File: config.mk
export PLATFORM = sky130hd
export DESIGN_NAME = adc_spi_master
export DESIGN_NICKNAME = d
export VERILOG_FILES = /design/src/rtl/adc_spi_master.sv
export SDC_FILE = /design/constraint.sdc
export NUM_CORES = 1
export LEC_CHECK = 0
export BUFFER_PORTS_ARGS = -buffer_cell sky130_fd_sc_hd__buf_2
export CAP_MARGIN = 40
export CELL_PAD_IN_SITES_DETAIL_PLACEMENT = 2
export CELL_PAD_IN_SITES_GLOBAL_PLACEMENT = 2
export CORE_MARGIN = 1
export CORE_UTILIZATION = 33
export CTS_BUF_LIST = sky130_fd_sc_hd__clkbuf_4 sky130_fd_sc_hd__clkbuf_8
export DETAILED_ROUTE_END_ITERATION = 16
export GPL_TIMING_DRIVEN = 0
export PLACE_DENSITY = 0.82
export SYNTH_ARGS = -nofsm -noshare
export SYNTH_HDL_FRONTEND = slang
export SYNTH_SLANG_ARGS = --single-unit
File: constraint.sdc
create_clock -name main_clk -period 2.2 [get_ports main_clk]
set_clock_uncertainty 0.15 [all_clocks]
set_input_delay 0.55 -clock main_clk [delete_from_list [all_inputs] [get_ports main_clk]]
set_output_delay 0.55 -clock main_clk [all_outputs]
set_load 0.05 [all_outputs]
File: src/rtl/adc_spi_master.sv
// rtl/adc_spi_master.sv - 3-wire SPI initiator for ADC single-byte register access
//
// Purpose: serializes one 24-bit frame {rw, 2'b00, reg_addr, byte} MSB first
// on CSBn/SCLK/SDIO. On reads the last 8 bits are driven by the ADC and
// captured into rdata. The SDIO pad tristate is built outside from
// sdio_out/sdio_oe.
//
// Ports:
//   main_clk, rst            clock, synchronous active-high reset
//   start, rw, reg_addr,     transaction request; rw/reg_addr/wdata sampled
//   wdata                    when start is accepted (busy=0)
//   busy, done, rdata        status: in progress, end pulse, last read byte
//   ADC_CSBn, ADC_SCLK       SPI chip select (active low) and clock
//   sdio_out, sdio_oe,       SDIO drive value, drive enable, pad input
//   sdio_in
module adc_spi_master #(
    parameter int CLK_DIV = 4,
    parameter int ADDR_W  = 13
) (
    input  logic              main_clk,
    input  logic              rst,
    input  logic              start,
    input  logic              rw,
    input  logic [ADDR_W-1:0] reg_addr,
    input  logic [7:0]        wdata,
    output logic              busy,
    output logic              done,
    output logic [7:0]        rdata,
    output logic              ADC_CSBn,
    output logic              ADC_SCLK,
    output logic              sdio_out,
    output logic              sdio_oe,
    input  logic              sdio_in
);

    typedef enum logic [1:0] {IDLE, SHIFT, HOLD, GAP} state_t;

    localparam logic [7:0] DIV_LAST = 8'(CLK_DIV - 1);

    state_t      state;
    logic [7:0]  div_cnt;
    logic [4:0]  bit_cnt;
    logic [23:0] tx;
    logic [7:0]  rx;
    logic        rw_q;
    logic [23:0] frame_in;

    assign frame_in = {rw, 2'b00, 13'(reg_addr), wdata};

    always_ff @(posedge main_clk) begin
        if (rst) begin
            state    <= IDLE;
            div_cnt  <= '0;
            bit_cnt  <= '0;
            tx       <= '0;
            rx       <= '0;
            rw_q     <= 1'b0;
            busy     <= 1'b0;
            done     <= 1'b0;
            rdata    <= '0;
            ADC_CSBn <= 1'b1;
            ADC_SCLK <= 1'b0;
            sdio_out <= 1'b0;
            sdio_oe  <= 1'b0;
        end else begin
            done <= 1'b0;
            case (state)
                IDLE: begin
                    if (start) begin
                        state    <= SHIFT;
                        busy     <= 1'b1;
                        ADC_CSBn <= 1'b0;
                        ADC_SCLK <= 1'b0;
                        sdio_oe  <= 1'b1;
                        sdio_out <= rw;
                        tx       <= frame_in;
                        rw_q     <= rw;
                        div_cnt  <= '0;
                        bit_cnt  <= 5'd23;
                    end
                end
                SHIFT: begin
                    if (div_cnt == DIV_LAST) begin
                        div_cnt <= '0;
                        if (!ADC_SCLK) begin
                            // Rising SCLK: sample the ADC during the data byte of a read.
                            ADC_SCLK <= 1'b1;
                            if (rw_q && bit_cnt < 5'd8)
                                rx <= {rx[6:0], sdio_in};
                        end else begin
                            ADC_SCLK <= 1'b0;
                            if (bit_cnt == 5'd0) begin
                                // sdio_out keeps bit0 (write) or 0 (read) through HOLD.
                                state <= HOLD;
                            end else begin
                                bit_cnt <= bit_cnt - 5'd1;
                                tx      <= {tx[22:0], 1'b0};
                                // Moving into bit7..0 of a read: release the line to the ADC.
                                if (rw_q && bit_cnt <= 5'd8) begin
                                    sdio_oe  <= 1'b0;
                                    sdio_out <= 1'b0;
                                end else begin
                                    sdio_out <= tx[22];
                                end
                            end
                        end
                    end else begin
                        div_cnt <= div_cnt + 8'd1;
                    end
                end
                HOLD: begin
                    if (div_cnt == DIV_LAST) begin
                        state    <= GAP;
                        div_cnt  <= '0;
                        ADC_CSBn <= 1'b1;
                        sdio_oe  <= 1'b0;
                        sdio_out <= 1'b0;
                    end else begin
                        div_cnt <= div_cnt + 8'd1;
                    end
                end
                GAP: begin
                    if (div_cnt == DIV_LAST) begin
                        state   <= IDLE;
                        div_cnt <= '0;
                        busy    <= 1'b0;
                        done    <= 1'b1;
                        if (rw_q)
                            rdata <= rx;
                    end else begin
                        div_cnt <= div_cnt + 8'd1;
                    end
                end
                default: state <= IDLE;
            endcase
        end
    end

endmodule

==> insert_results.sql <==
INSERT INTO impl_metrics (metric_group, metric, value, unit) VALUES
('status', 'run_status', 'finished, violations left', ''),
('status', 'failed_checks', 'negative setup slack', ''),
('floorplanning', 'initial_utilization', '34.3', '%'),
('yosys', 'yosys_register_bits', '61', ''),
('yosys', 'syn-instance-count', '303', ''),
('final_layout', 'layout.cell_area.non_filler', '3960', 'µm²'),
('clock_tree', 'cts_inserted_buffers', '9', ''),
('final_layout', 'share_of_cells_above_drive_strength_1', '40.7', '%'),
('critical_path', 'timing.critical_path.fanout_max', '5', ''),
('floorplanning', 'die_area', '8960', 'µm²'),
('global_route', 'wire_length_of_the_first_global_routing_pass', '16000', 'µm'),
('detailed_routing', 'drt_iter0_drc', '126', ''),
('timing', 'layout_setup_ws', '-116', 'ps'),
('detailed_routing', 'detail_route.wl_per_cell', '24.4', 'µm'),
('clock_tree', 'cts.sink_count', '61', ''),
('global_route', 'grt_start_max_net_pins', '12', ''),
('detailed_routing', 'routed-wl-met3', '420', 'µm'),
('pwr', 'irDropWorstVdd', '0.721', 'mV'),
('yosys', 'synth_async_sr_flop_share', '0', '%'),
('placement', 'detailedPlacementHpwl', '5890', 'µm'),
('yosys', 'ys_types', '40', ''),
('detailed_routing', 'detailedRoute.firstPassIterationCount', '4', ''),
('critical_path', 'worstPathRequired', '2300', 'ps'),
('clock_tree', 'cts.reportedPaths.clkPinSlew', '80', 'ps'),
('timing', 'clock.fmax', '432', 'MHz'),
('yosys', 'netlist_area', '2830', 'µm²'),
('yosys', 'syn_nets', '336', ''),
('final_layout', 'area_growth', '39.6', '%'),
('critical_path', 'cp-end-kind', 'flip-flop', ''),
('timing', 'rsz_0062_raised_after_global_routing', 'yes', ''),
('pwr', 'powerDensity', '1500', 'nW/µm²'),
('placement', 'gpl.final_weighted_congestion', '0.759', ''),
('timing', 'final.min_clock_period', '2320', 'ps'),
('detailed_routing', 'routed_via_density', '5.75', ''),
('detailed_routing', 'routed_wl', '11900', 'µm'),
('clock_tree', 'cts_hold_buffers', '0', ''),
('global_route', 'total_grt_overflow', '0', ''),
('yosys', 'synth-seq-area-share', '43.1', '%'),
('clock_tree', 'cts_root_buf', 'sky130_fd_sc_hd__clkbuf_8', ''),
('global_route', 'number_of_antenna_violations_at_the_first_check_in_global_routing', '0', ''),
('hold_path', 'hold_class', 'in2reg', ''),
('yosys', 'synth_ff_type', 'sky130_fd_sc_hd__dfxtp_1', ''),
('detailed_routing', 'highest_layer', 'met4', ''),
('job', 'cap_violations', '0', ''),
('critical_path', 'worst_setup_path_type', 'reg2reg', ''),
('timing', 'period_share', '105', '%'),
('detailed_routing', 'met2_wl_post_dr', '6330', 'µm'),
('floorplanning', 'placement_rows', '33', ''),
('critical_path', 'ff2ff_path_depth', '8', ''),
('detailed_routing', 'detail_route.drc_violations', '0', ''),
('floorplanning', 'num_io_pins', '40', ''),
('final_layout', 'num_antenna_cells', '0', ''),
('clock_tree', 'cts_buffer_depth', '2', ''),
('timing', 'finalMaxSlewViolations', '0', ''),
('final_layout', 'design.final.nets', '411', ''),
('critical_path', 'critical_path.startpoint_type', 'flip-flop', ''),
('yosys', 'synthesis.yosys.warnings', '0', ''),
('global_route', 'vias_in_the_first_global_route', '2931', ''),
('clock_tree', 'cts_htree_levels', '3', ''),
('detailed_routing', 'route.layer.met1.wl', '4670', 'µm'),
('detailed_routing', 'ant_nets', '0', ''),
('critical_path', 'cp_data_arrival_time', '2410', 'ps'),
('yosys', 'synth-edff-count', '0', ''),
('floorplanning', 'fp.coreArea', '8260', 'µm²'),
('timing', 'worst_hold_slack', '287', 'ps'),
('floorplanning', 'dieWidth', '94.7', 'µm'),
('floorplanning', 'floorplan.die.height', '94.7', 'µm'),
('placement', 'port_buffers', '39', ''),
('timing', 'finalHoldViolCount', '0', ''),
('timing', 'timing.max_slew.rel_slack', '48.3', '%'),
('timing', 'tightest_slew', '775', 'ps'),
('timing', 'setup_viol_count_final', '28', ''),
('detailed_routing', 'via_count', '2808', ''),
('yosys', 'synthesis.area_per_instance', '9.35', 'µm²'),
('clock_tree', 'clock_tree_from_tritoncts', 'done', ''),
('global_route', 'groute.usage.overall', '24.1', '%'),
('hold_path', 'holdPathStages', '3', ''),
('pwr', 'p_leak', '0.00161', 'µW'),
('clock_tree', 'worst_skew_pair.late_latency', '350', 'ps'),
('placement', 'post_dp_cell_area', '3170', 'µm²');
## final timing paths
check,start,end,slack [ps]
max,div_cnt[1],bit_cnt[0],-120
min,sdio_in,rx[0],290
max reg2reg,div_cnt[1],bit_cnt[0],-120
min reg2reg,bit_cnt[0],bit_cnt[0],350
## registers in the layout, indices dropped and copies added, names as in the netlist, 2 cells and up
| signal | flops |
|---|---|
| bit_cnt | 5 |
| div_cnt | 8 |
| rdata | 8 |
| rx | 8 |
| state | 2 |
| tx | 23 |
## through the flow
step                      TNS (ps)  total power [µW]  utilization, %  worst slack [ps]  cells
after floorplan              -38.2              3060               -             -38.2    303
after global placement      -20700              3500            38.3              -521    447
after detailed placement    -23080              3610            38.3              -598    447
after CTS                    -2190              5140            44.5              -123    480
after global routing         -3020              6160            47.9              -156    488
final                        -1770              5920            47.9              -116    488
## report_power, final
part / total, µW / leakage, µW / internal, µW / switching (µW)
Clock: 919 / 0.0000859 / 419 / 500
Sequential: 1700 / 0.000502 / 1420 / 279
Combinational: 3300 / 0.00102 / 1420 / 1890
Total: 5920 / 0.00161 / 3260 / 2660
## cells in the final DEF, fill, tap and decap left out, types with 2 or more instances in the layout
master	instances
sky130_fd_sc_hd__o21ai_0	7
sky130_fd_sc_hd__a211oi_1	2
sky130_fd_sc_hd__buf_4	19
sky130_fd_sc_hd__nand3_2	3
sky130_fd_sc_hd__clkbuf_8	9
sky130_fd_sc_hd__nor4b_1	2
sky130_fd_sc_hd__a31oi_1	2
sky130_fd_sc_hd__buf_2	39
sky130_fd_sc_hd__ha_1	3
sky130_fd_sc_hd__ha_4	3
sky130_fd_sc_hd__dfxtp_1	54
sky130_fd_sc_hd__clkbuf_2	5
sky130_fd_sc_hd__dfxtp_2	5
sky130_fd_sc_hd__nor4b_4	2
sky130_fd_sc_hd__xor2_1	3
sky130_fd_sc_hd__clkbuf_1	5
sky130_fd_sc_hd__dfxtp_4	2
sky130_fd_sc_hd__inv_1	7
sky130_fd_sc_hd__nor2_1	29
sky130_fd_sc_hd__nand2_1	9
sky130_fd_sc_hd__nand3_1	5
sky130_fd_sc_hd__o21bai_1	3
sky130_fd_sc_hd__buf_6	10
sky130_fd_sc_hd__nand4_1	5
sky130_fd_sc_hd__clkinv_2	3
sky130_fd_sc_hd__nand2b_1	7
sky130_fd_sc_hd__o41ai_4	2
sky130_fd_sc_hd__mux2i_1	38
sky130_fd_sc_hd__clkbuf_4	3
sky130_fd_sc_hd__xnor2_1	4
sky130_fd_sc_hd__a21oi_2	5
sky130_fd_sc_hd__clkinvlp_4	2
sky130_fd_sc_hd__nor3_1	2
sky130_fd_sc_hd__a211oi_2	20
sky130_fd_sc_hd__or2_2	3
sky130_fd_sc_hd__nand2_2	2
sky130_fd_sc_hd__a21oi_1	29
## cell families (layout without fill, tap and decap cells)
logic type	count (synthesis)	after routing	share of synthesized area, %
multiplexers	40	40	14.2
flip-flops	61	61	43.1
AND/OR/NAND/NOR	81	81	15.0
buffers and inverters	26	106	3.62
AO/OA/AOI/OAI	81	81	18.9
adder cells (fa/ha/maj)	7	7	3.09
XOR/XNOR	7	7	2.16
## layout make-up
| type | count | area [µm²] |
|---|---|---|
| Buffer | 17 | 111 |
| Inverter | 7 | 26.3 |
| Sequential cell | 61 | 1230 |
| Tap cell | 105 | 131 |
| Multi-Input combinational cell | 216 | 1840 |
| Timing Repair Buffer | 66 | 442 |
| Clock inverter | 6 | 38.8 |
| Fill cell | 866 | 4300 |
| Clock buffer | 10 | 131 |
## synthesized netlist by cell type, types with 2 or more instances
library cell | number | share of area [%]
sky130_fd_sc_hd__a221oi_1 | 2 | 0.62
sky130_fd_sc_hd__ha_1 | 7 | 3.1
sky130_fd_sc_hd__nor3_1 | 3 | 0.53
sky130_fd_sc_hd__nor2b_1 | 2 | 0.44
sky130_fd_sc_hd__a31oi_1 | 3 | 0.66
sky130_fd_sc_hd__nor4_1 | 3 | 0.66
sky130_fd_sc_hd__nand3_1 | 8 | 1.4
sky130_fd_sc_hd__dfxtp_1 | 61 | 43
sky130_fd_sc_hd__nand2b_1 | 7 | 1.5
sky130_fd_sc_hd__o21bai_1 | 4 | 1.1
sky130_fd_sc_hd__o21ai_0 | 7 | 1.2
sky130_fd_sc_hd__nand2_1 | 11 | 1.5
sky130_fd_sc_hd__clkbuf_1 | 14 | 1.9
sky130_fd_sc_hd__xor2_1 | 3 | 0.93
sky130_fd_sc_hd__xnor2_1 | 4 | 1.2
sky130_fd_sc_hd__or2_2 | 3 | 0.66
sky130_fd_sc_hd__inv_1 | 7 | 0.93
sky130_fd_sc_hd__buf_2 | 4 | 0.71
sky130_fd_sc_hd__nor2_1 | 30 | 4.0
sky130_fd_sc_hd__nor4b_2 | 2 | 1.1
sky130_fd_sc_hd__mux2i_1 | 39 | 14
sky130_fd_sc_hd__a211oi_1 | 22 | 5.8
sky130_fd_sc_hd__nand4_1 | 5 | 1.1
sky130_fd_sc_hd__a21oi_1 | 34 | 6.0
sky130_fd_sc_hd__nor4b_1 | 2 | 0.62
sky130_fd_sc_hd__or3_1 | 2 | 0.44
## critical path, cell delays in order (launching register included)
cell,delay (ps)
sky130_fd_sc_hd__dfxtp_4,370
sky130_fd_sc_hd__ha_4,140
sky130_fd_sc_hd__or4b_4,480
sky130_fd_sc_hd__buf_4,160
sky130_fd_sc_hd__o41ai_4,250
sky130_fd_sc_hd__buf_6,210
sky130_fd_sc_hd__buf_6,130
sky130_fd_sc_hd__a21oi_1,70
sky130_fd_sc_hd__a211oi_1,250
## metal layers
layer  vias to the layer above  GRT usage [%]
li1                       1262              -
met1                      1422           27.4
met2                        83           43.0
met3                        41           5.96
met4                         0           8.84
met5                         -              0
## repair_timing
action                                  4_1_cts  5_1_grt
hold endpoints to repair                      0        0
endpoints found under the setup margin       58       41
gates cloned                                  3        1
buffers inserted                             15        8
pin swaps                                    16       18
resized for setup                            56       42
Power figures use the tool's default switching activity.
